**config.mk**
```make
export PLATFORM = sky130hd
export DESIGN_NAME = taillight_monitor
export DESIGN_NICKNAME = d
export VERILOG_FILES = /design/src/rtl/taillight_pkg.sv /design/src/rtl/taillight_classify.sv /design/src/rtl/taillight_monitor.sv
export SDC_FILE = /design/constraint.sdc
export NUM_CORES = 1
export LEC_CHECK = 0
export ABC_AREA = 1
export BUFFER_PORTS_ARGS = -buffer_cell sky130_fd_sc_hd__buf_2
export CAP_MARGIN = 20
export CORE_UTILIZATION = 43
export DETAILED_ROUTE_END_ITERATION = 10
export HOLD_SLACK_MARGIN = 0.02
export PLACE_DENSITY = 0.61
export SYNTH_ARGS = -nofsm -noshare
export SYNTH_HDL_FRONTEND = slang
export SYNTH_SLANG_ARGS = --single-unit
```
**constraint.sdc**
```tcl
create_clock -name clk -period 2.6 [get_ports clk]
set_input_delay 0.52 -clock clk [delete_from_list [all_inputs] [get_ports clk]]
set_output_delay 0.52 -clock clk [all_outputs]
set_load 0.01 [all_outputs]
```
**src/rtl/taillight_pkg.sv**
```systemverilog
// Shared types for the taillight sequence monitor: FSM states, error codes,
// lamp pattern constants and the pattern classes produced by the classifier.
package taillight_pkg;

    typedef enum logic [2:0] {
        ST_IDLE, ST_L1, ST_L2, ST_L3, ST_R1, ST_R2, ST_R3, ST_ERR
    } state_t;

    typedef enum logic [1:0] {
        ERR_NONE       = 2'd0,
        ERR_BAD_START  = 2'd1,
        ERR_BAD_STEP   = 2'd2,
        ERR_BOTH_SIDES = 2'd3
    } err_code_t;

    typedef enum logic [3:0] {
        CLS_OFF, CLS_L1, CLS_L2, CLS_L3, CLS_R1, CLS_R2, CLS_R3, CLS_BOTH, CLS_ILLEGAL
    } lamp_class_t;

    // Lamp vector order is {la, lb, lc, ra, rb, rc}.
    localparam logic [5:0] PAT_OFF = 6'b000_000;
    localparam logic [5:0] PAT_L1  = 6'b100_000;
    localparam logic [5:0] PAT_L2  = 6'b110_000;
    localparam logic [5:0] PAT_L3  = 6'b111_000;
    localparam logic [5:0] PAT_R1  = 6'b000_100;
    localparam logic [5:0] PAT_R2  = 6'b000_110;
    localparam logic [5:0] PAT_R3  = 6'b000_111;

    // Pattern that keeps a lit state where it is.
    function automatic lamp_class_t hold_class(state_t s);
        case (s)
            ST_L1:   return CLS_L1;
            ST_L2:   return CLS_L2;
            ST_L3:   return CLS_L3;
            ST_R1:   return CLS_R1;
            ST_R2:   return CLS_R2;
            ST_R3:   return CLS_R3;
            default: return CLS_ILLEGAL;
        endcase
    endfunction

    // Pattern that legally ends a lit state once its hold time has elapsed.
    function automatic lamp_class_t advance_class(state_t s);
        case (s)
            ST_L1:        return CLS_L2;
            ST_L2:        return CLS_L3;
            ST_R1:        return CLS_R2;
            ST_R2:        return CLS_R3;
            ST_L3, ST_R3: return CLS_OFF;
            default:      return CLS_ILLEGAL;
        endcase
    endfunction

    function automatic state_t advance_state(state_t s);
        case (s)
            ST_L1:   return ST_L2;
            ST_L2:   return ST_L3;
            ST_R1:   return ST_R2;
            ST_R2:   return ST_R3;
            default: return ST_IDLE;
        endcase
    endfunction

endpackage

```
**src/rtl/taillight_classify.sv**
```systemverilog
// Combinational classifier: maps the six lamp outputs onto one pattern class.
module taillight_classify
    import taillight_pkg::*;
(
    input  logic        la,
    input  logic        lb,
    input  logic        lc,
    input  logic        ra,
    input  logic        rb,
    input  logic        rc,
    output lamp_class_t cls
);

    logic [5:0] pat;
    assign pat = {la, lb, lc, ra, rb, rc};

    always_comb begin
        // NOTE: default first so every path assigns cls and no latch is inferred.
        cls = CLS_ILLEGAL;
        if ((|pat[5:3]) && (|pat[2:0])) begin
            cls = CLS_BOTH;
        end else begin
            case (pat)
                PAT_OFF: cls = CLS_OFF;
                PAT_L1:  cls = CLS_L1;
                PAT_L2:  cls = CLS_L2;
                PAT_L3:  cls = CLS_L3;
                PAT_R1:  cls = CLS_R1;
                PAT_R2:  cls = CLS_R2;
                PAT_R3:  cls = CLS_R3;
                default: cls = CLS_ILLEGAL;
            endcase
        end
    end

endmodule

```
**src/rtl/taillight_monitor.sv**
```systemverilog
// Protocol monitor for a three-lamp turn-signal sequencer: tracks legal left and
// right sequences, counts completions and latches the first protocol violation.
module taillight_monitor
    import taillight_pkg::*;
#(
    parameter int STEP_CYCLES = 1
) (
    input  logic       clk,
    input  logic       reset,
    input  logic       la,
    input  logic       lb,
    input  logic       lc,
    input  logic       ra,
    input  logic       rb,
    input  logic       rc,
    input  logic       clear,
    output logic       left_active,
    output logic       right_active,
    output logic       left_done,
    output logic       right_done,
    output logic [7:0] left_cnt,
    output logic [7:0] right_cnt,
    output logic       error,
    output logic [1:0] err_code
);

    localparam logic [3:0] STEP = 4'(STEP_CYCLES);

    state_t      state, next_state;
    logic [3:0]  hold, next_hold;
    err_code_t   code_q, next_code;
    logic        left_fire, right_fire;
    lamp_class_t cls;

    taillight_classify u_classify (
        .la (la), .lb (lb), .lc (lc),
        .ra (ra), .rb (rb), .rc (rc),
        .cls(cls)
    );

    always_comb begin
        next_state = state;
        next_hold  = hold;
        next_code  = code_q;
        left_fire  = 1'b0;
        right_fire = 1'b0;
        if (clear) begin
            next_state = ST_IDLE;
            next_hold  = '0;
            next_code  = ERR_NONE;
        end else begin
            case (state)
                ST_IDLE: begin
                    next_hold = '0;
                    case (cls)
                        CLS_OFF:  next_state = ST_IDLE;
                        CLS_L1:   begin next_state = ST_L1; next_hold = 4'd1; end
                        CLS_R1:   begin next_state = ST_R1; next_hold = 4'd1; end
                        CLS_BOTH: begin next_state = ST_ERR; next_code = ERR_BOTH_SIDES; end
                        default:  begin next_state = ST_ERR; next_code = ERR_BAD_START; end
                    endcase
                end
                ST_ERR: next_state = ST_ERR;
                default: begin
                    // Hold counts cycles already spent in this lit state, entry cycle included.
                    if (cls == CLS_BOTH) begin
                        next_state = ST_ERR;
                        next_hold  = '0;
                        next_code  = ERR_BOTH_SIDES;
                    end else if (cls == hold_class(state) && hold < STEP) begin
                        next_hold = hold + 4'd1;
                    end else if (cls == advance_class(state) && hold == STEP) begin
                        next_state = advance_state(state);
                        if (advance_state(state) == ST_IDLE) begin
                            next_hold  = '0;
                            left_fire  = (state == ST_L3);
                            right_fire = (state == ST_R3);
                        end else begin
                            next_hold = 4'd1;
                        end
                    end else begin
                        next_state = ST_ERR;
                        next_hold  = '0;
                        next_code  = ERR_BAD_STEP;
                    end
                end
            endcase
        end
    end

    // NOTE: registers use non-blocking assignments; all decisions live in the comb block above.
    always_ff @(posedge clk) begin
        if (reset) begin
            state        <= ST_IDLE;
            hold         <= '0;
            code_q       <= ERR_NONE;
            error        <= 1'b0;
            left_active  <= 1'b0;
            right_active <= 1'b0;
            left_done    <= 1'b0;
            right_done   <= 1'b0;
            left_cnt     <= '0;
            right_cnt    <= '0;
        end else begin
            state        <= next_state;
            hold         <= next_hold;
            code_q       <= next_code;
            error        <= (next_state == ST_ERR);
            left_active  <= next_state inside {ST_L1, ST_L2, ST_L3};
            right_active <= next_state inside {ST_R1, ST_R2, ST_R3};
            left_done    <= left_fire;
            right_done   <= right_fire;
            if (left_fire && left_cnt != 8'hFF)
                left_cnt <= left_cnt + 8'd1;
            if (right_fire && right_cnt != 8'hFF)
                right_cnt <= right_cnt + 8'd1;
        end
    end

    assign err_code = code_q;

endmodule

```
-- Word-level counts from Yosys, hierarchy flattened
Cells that the tools add are included.
- reductions and logical operators: 19
- eq/ne operators: 31
- magnitude comparators: 1
- bitwise gates (word level): 1
- add/subtract/negate cells: 3
- mux-type cells: 46
- operator list (operator ; number):
    4-bit two-way mux ; 11
    4-bit case mux with 7 select lines ; 1
    3-bit two-way mux ; 9
    3-bit == test (second input constant) ; 8
    4-bit case mux with 6 select lines ; 1
    4-bit case mux with 5 select lines ; 1
    6-bit by 3-bit == test with 1-bit output (second input constant) ; 3
    6-bit == test (second input constant) ; 3
    8-bit by 1-bit adder with 8-bit output (second input constant) ; 2
    8-bit != test (second input constant) ; 2
    1-bit two-way mux ; 14
    3-bit by 2-bit == test with 1-bit output (second input constant) ; 4
    3-bit case mux with 4 select lines ; 1
    3-bit case mux with 3 select lines ; 1
    3-bit OR reduction ; 3
    4-bit by 1-bit == test with 1-bit output (second input constant) ; 2
    4-bit by 3-bit == test with 1-bit output (second input constant) ; 2
    4-bit == test ; 2
    2-bit case mux with 2 select lines ; 2
    4-bit case mux with 2 select lines ; 1
    2-bit OR reduction ; 4
    3-bit by 1-bit == test with 1-bit output (second input constant) ; 2
    3-bit logical NOT ; 2
    6-bit logical NOT ; 1
    other kinds (11) ; 19
- bits in registers: 30
- logic and storage cells: 111
- bits of input ports: 9

-- Depth between registers and ports, before layout
- word-level depth: 28
- mapped depth: 15
- mapped depth without buffers: 15

-- Hierarchy
A second synthesis with hierarchy kept.
- cell total of the unflattened synthesis: 316
- area, all modules: 2163.3 um2
- modules (own cells, without submodules) (module ; area each (um2) ; cells each ; times used):
    taillight_monitor ; 2044.5 ; 293 ; 1
    taillight_classify ; 118.9 ; 23 ; 1

-- Least setup slack after synthesis
OpenSTA, ideal clock, no wires.
- kind: input to register
- start: input rc
- end: register left_cnt[0]
- setup time: 132 ps
- stages: 14
- arrival: 1764 ps
- path buffers: 0
- setup slack: 704 ps
- cell sequence: inv_1 nand2_1 nor2_1 nand3_1 nand2_1 nand2_1 nand2_1 nand2_1 nor2_2 nand3b_4 nor2_8 nand3_2 nand2_1 a21oi_1
- cells in the longest elaborated chain, start to end: 11
- elaborated cells on any way between the ends: 22
- ends and longest elaborated chain (item ; line ; source):
    from (decl) ; taillight_monitor.sv:15 ; input logic rc,
    6-bit by 3-bit == test with 1-bit output (tied with other cells) ; taillight_classify.sv:23 ; case (pat)
    4-bit case mux with 7 select lines / 1-bit logical AND (equally long branches) ; taillight_classify.sv:23, taillight_classify.sv:20 ;
    4-bit two-way mux (*) ; taillight_classify.sv:20 ; if ((|pat[5:3]) && (|pat[2:0])) begin
    4-bit == test ; taillight_monitor.sv:72 ; end else if (cls == advance_class(state) && hold == STEP) begin
    1-bit logical AND ; taillight_monitor.sv:72 ;
    1-bit two-way mux ; taillight_monitor.sv:72 ;
    1-bit two-way mux ; taillight_monitor.sv:70 ; end else if (cls == hold_class(state) && hold < STEP) begin
    1-bit two-way mux (*) ; taillight_monitor.sv:66 ; if (cls == CLS_BOTH) begin
    1-bit two-way mux (*) ; taillight_monitor.sv:52 ; case (state)
    1-bit two-way mux (*) ; taillight_monitor.sv:47 ; if (clear) begin
    1-bit logical AND (*) ; taillight_monitor.sv:113 ; if (left_fire && left_cnt != 8'hFF)
    to (signal assigned) ; taillight_monitor.sv:114 ; left_cnt <= left_cnt + 8'd1;
    to (decl) ; taillight_monitor.sv:21 ; output logic [7:0] left_cnt,
Mark *: on every way between the ends. The rest lies on a longest branch, timed or not.
A chain may end at the register's enable or synchronous reset.

-- Final worst setup path
- start: input lb
- end: register right_cnt[2]
- cells in the longest elaborated chain, start to end: 11
- elaborated cells on any way between the ends: 22
- ends and longest elaborated chain (item ; line ; source):
    from (decl) ; taillight_monitor.sv:11 ; input logic lb,
    6-bit by 3-bit == test with 1-bit output (tied with other cells) ; taillight_classify.sv:23 ;
    4-bit case mux with 7 select lines / 1-bit logical AND (equally long branches) ; taillight_classify.sv:23, taillight_classify.sv:20 ;
    4-bit two-way mux (*) ; taillight_classify.sv:20 ;
    4-bit == test ; taillight_monitor.sv:72 ;
    1-bit logical AND ; taillight_monitor.sv:72 ;
    1-bit two-way mux ; taillight_monitor.sv:72 ;
    1-bit two-way mux ; taillight_monitor.sv:70 ;
    1-bit two-way mux (*) ; taillight_monitor.sv:66 ;
    1-bit two-way mux (*) ; taillight_monitor.sv:52 ;
    1-bit two-way mux (*) ; taillight_monitor.sv:47 ;
    1-bit logical AND (*) ; taillight_monitor.sv:115 ; if (right_fire && right_cnt != 8'hFF)
    to (signal assigned) ; taillight_monitor.sv:116 ; right_cnt <= right_cnt + 8'd1;
    to (decl) ; taillight_monitor.sv:22 ; output logic [7:0] right_cnt,
Marks and branches as above.

==> flow_metrics.env <==
export IMPL_totalWireLength_um=5070
export IMPL_routed_via_density=5.21
export IMPL_wire_per_inst_um=12.2
export IMPL_fp_dieW_um=71.6
export IMPL_layout_commonest_cell="nand2_1"
export IMPL_io_buffers=31
export IMPL_pwr_share_comb_pct=13.1
export IMPL_cap_violations=0
export IMPL_seq_area_um2=601
export IMPL_cts_buffers=5
export IMPL_antenna_left=0
export IMPL_grt_met1_usage_pct=29.4
export IMPL_cts_max_level=2
export IMPL_post_cts_resized=0
export IMPL_path_class="in -> reg"
export IMPL_grt_max_degree=19
export IMPL_drt_initial_drc_count=161
export IMPL_setup_tns_ns=0
export IMPL_fillers=477
export IMPL_synth_ff_type="dfxtp_1"
export IMPL_rows=24
export IMPL_cp_end_kind="register"
export IMPL_grt_use_met3_pct=4.22
export IMPL_top_usage_layer="met2"
export IMPL_coreArea_um2=4500
export IMPL_rrSetupSlack_ns=0.52
export IMPL_post_cts_buffers=0
export IMPL_p_clk_share_pct=42.8
export IMPL_gp_congestion=0.890
export IMPL_grt_pass1_vias=1894
export IMPL_multiInputGateArea_um2=1280
export IMPL_tightest_slew_ns=0.542
export IMPL_critPathMaxFanout=13
export IMPL_grt_usage_pct=20.8
export IMPL_critPathLaunchType="input port"
export IMPL_hpwlAfterDp_um=3870
export IMPL_setup_viol=0
export IMPL_cts_tree="done"
export IMPL_async_reset_ff_share_pct=0
export IMPL_crit_arrival_ns=2.26
export IMPL_ys_warn_count=0
export IMPL_syn_area_um2=2080
export IMPL_dr_total_vias=2168
export IMPL_met2_usage_pct=32.2
export IMPL_finish_net_count=377
export IMPL_synth_seq_cells=30
export IMPL_finalHoldViolCount=0
export IMPL_r2r_start="state[1]"
export IMPL_max_freq_ghz=0.474
export IMPL_num_antenna_cells=0
export IMPL_drive_above_1_share_pct=15.7
export IMPL_clockBufferDepth=2
export IMPL_grt_ovfl_total=0
export IMPL_route_detailed_drc=0
export IMPL_holdPathEnd="hold[3]"
export IMPL_whs_path_depth=2
export IMPL_fin_crit_ns=2.11
export IMPL_start_util_pct=46.3
export IMPL_synthToLayoutAreaGrowth_pct=14.7
export IMPL_ir_worst_vdd_uv=396
export IMPL_grt_antenna_before_repair=0
export IMPL_r2r_cells=12
export IMPL_final_cell_mix="nand2_1, inv_1, nor2_1"
export IMPL_grt_pass1_wl_um=8400
export IMPL_switchingPower_uw=284
export IMPL_postLayoutCoreUtil_pct=53.1
export IMPL_skew_ns=0.0106
export IMPL_hold_buffers=0
export IMPL_worst_slew_margin_rel_pct=63.6
export IMPL_regToRegEndpoint="right_cnt[2]"
export IMPL_min_period_over_period_pct=81.2
export IMPL_pwr_share_seq_pct=44.1
export IMPL_min_from="hold[3]"
export IMPL_critical_path_required_ns=2.75
export IMPL_power_internal_uw=789
export IMPL_die_h_um=71.6
export IMPL_synth_top_area_share_pct=28.8
export IMPL_swShare_pct=26.5
export IMPL_netlist_instances=329
export IMPL_drv_slew=0
export IMPL_dr_pass1_iters=4
export IMPL_cts_reportedPaths_clkPinSlew_ns=0.07
export IMPL_clk_latency_ns=0.28
export IMPL_seq_area_frac_synth_pct=28.8
export IMPL_ios=32
export IMPL_die_area_um2=5130
export IMPL_rsz0062_at_grt="no"
export IMPL_syn_num_nets=343
export IMPL_status="completed"
export IMPL_cts_num_sinks=30
export IMPL_synth_top_area_cell="dfxtp_1"
export IMPL_synth_edf_count=0
export IMPL_power_leakage_uw=0.00124
export IMPL_ys_top_cells_by_area="dfxtp_1, nand2_1, nand4_1"
export IMPL_clock_root_buffer="clkbuf_8"
export IMPL_hold_class="reg -> reg"
export IMPL_power_density_nw_per_um2=449
export IMPL_yosys_cell_types_count=30
export IMPL_syn_avg_cell_area_um2=6.33
-- metal layers --
metal  part of all wire [%]  up-vias
li1                       -     1154
met1                     51      953
met2                     42       56
met3                    5.3        5
met4                   0.87        0
met5                      0        -
-- through the flow --
step                power (µW)  setup slack (ns)  hold slack (ns)  instances  cell area, µm²
finish                    1070             0.488            0.461        416            2390
global route              1120             0.269            0.487        416            2390
CTS                       1080             0.500            0.463        416            2390
detailed placement         622             0.199            0.453        408            2280
global placement           623             0.231            0.451        408            2280
floorplan                  585             0.704            0.430        329            2080
-- worst max-delay path by stage --
stage          from      endpoint  slack [ns]  cells after the start
5_1_grt          rb  right_cnt[2]        0.27                     13
4_1_cts          lb  right_cnt[2]        0.50                     13
6_report         lb  right_cnt[2]        0.49                     13
3_5_place_dp     lb  right_cnt[2]        0.20                     13
2_1_floorplan    rc   left_cnt[0]        0.70                     14
3_3_place_gp     lb  right_cnt[4]        0.23                     13
-- area by class of cell --
type | count | share of cell area, %
well taps | 52 | 2.72
clock buffers | 5 | 2.88
repair buffers | 31 | 6.49
multi-input cells | 246 | 53.4
flip-flops and latches | 30 | 25.1
clock inverters | 3 | 1.68
inverters | 49 | 7.70
-- synth_stat cells, types with 4 or more instances --
library cell	n
nand2_1	84
inv_1	43
nor2_1	37
dfxtp_1	30
nand4_1	29
nand3_1	27
a21oi_1	22
xor2_1	8
ha_1	5
inv_2	4
nor3_1	4
o21ai_0	4
-- sequential cells by signal (all words and copies together) (netlist names) --
signal,cells
err_code,2
error,1
hold,4
left_active,1
left_cnt,8
left_done,1
right_active,1
right_cnt,8
right_done,1
state,3
-- logic make-up after synthesis --
kind of cell | share of synthesized area [%]
adders and majority gates | 3.00
and+or+nand+nor | 45.6
DFF | 28.8
buffers and inverters | 9.91
xor gates and xnor gates | 4.62
AOI/OAI and AO/OA | 7.99
-- worst max-delay path, stage by stage --
cell and delay (ns):
buf_2 0.13, nor2_4 0.15, nand2_2 0.08, nand2_2 0.20, nand3_1 0.15, nand2_1 0.08
nand2_1 0.07, nor2_2 0.20, nand3b_4 0.14, nor2_4 0.20, nand3_2 0.17, nand2_1 0.10
a21oi_1 0.07
-- power by group through the flow --
stage               Clock (µW)  Sequential [µW]  Combinational (µW)
floorplan                    0              484                 101
global placement             0              483                 139
detailed placement           0              483                 138
CTS                        470              473                 140
global route               489              474                 160
finish                     459              473                 141
Note: power is estimated with default switching activity, not from simulation.
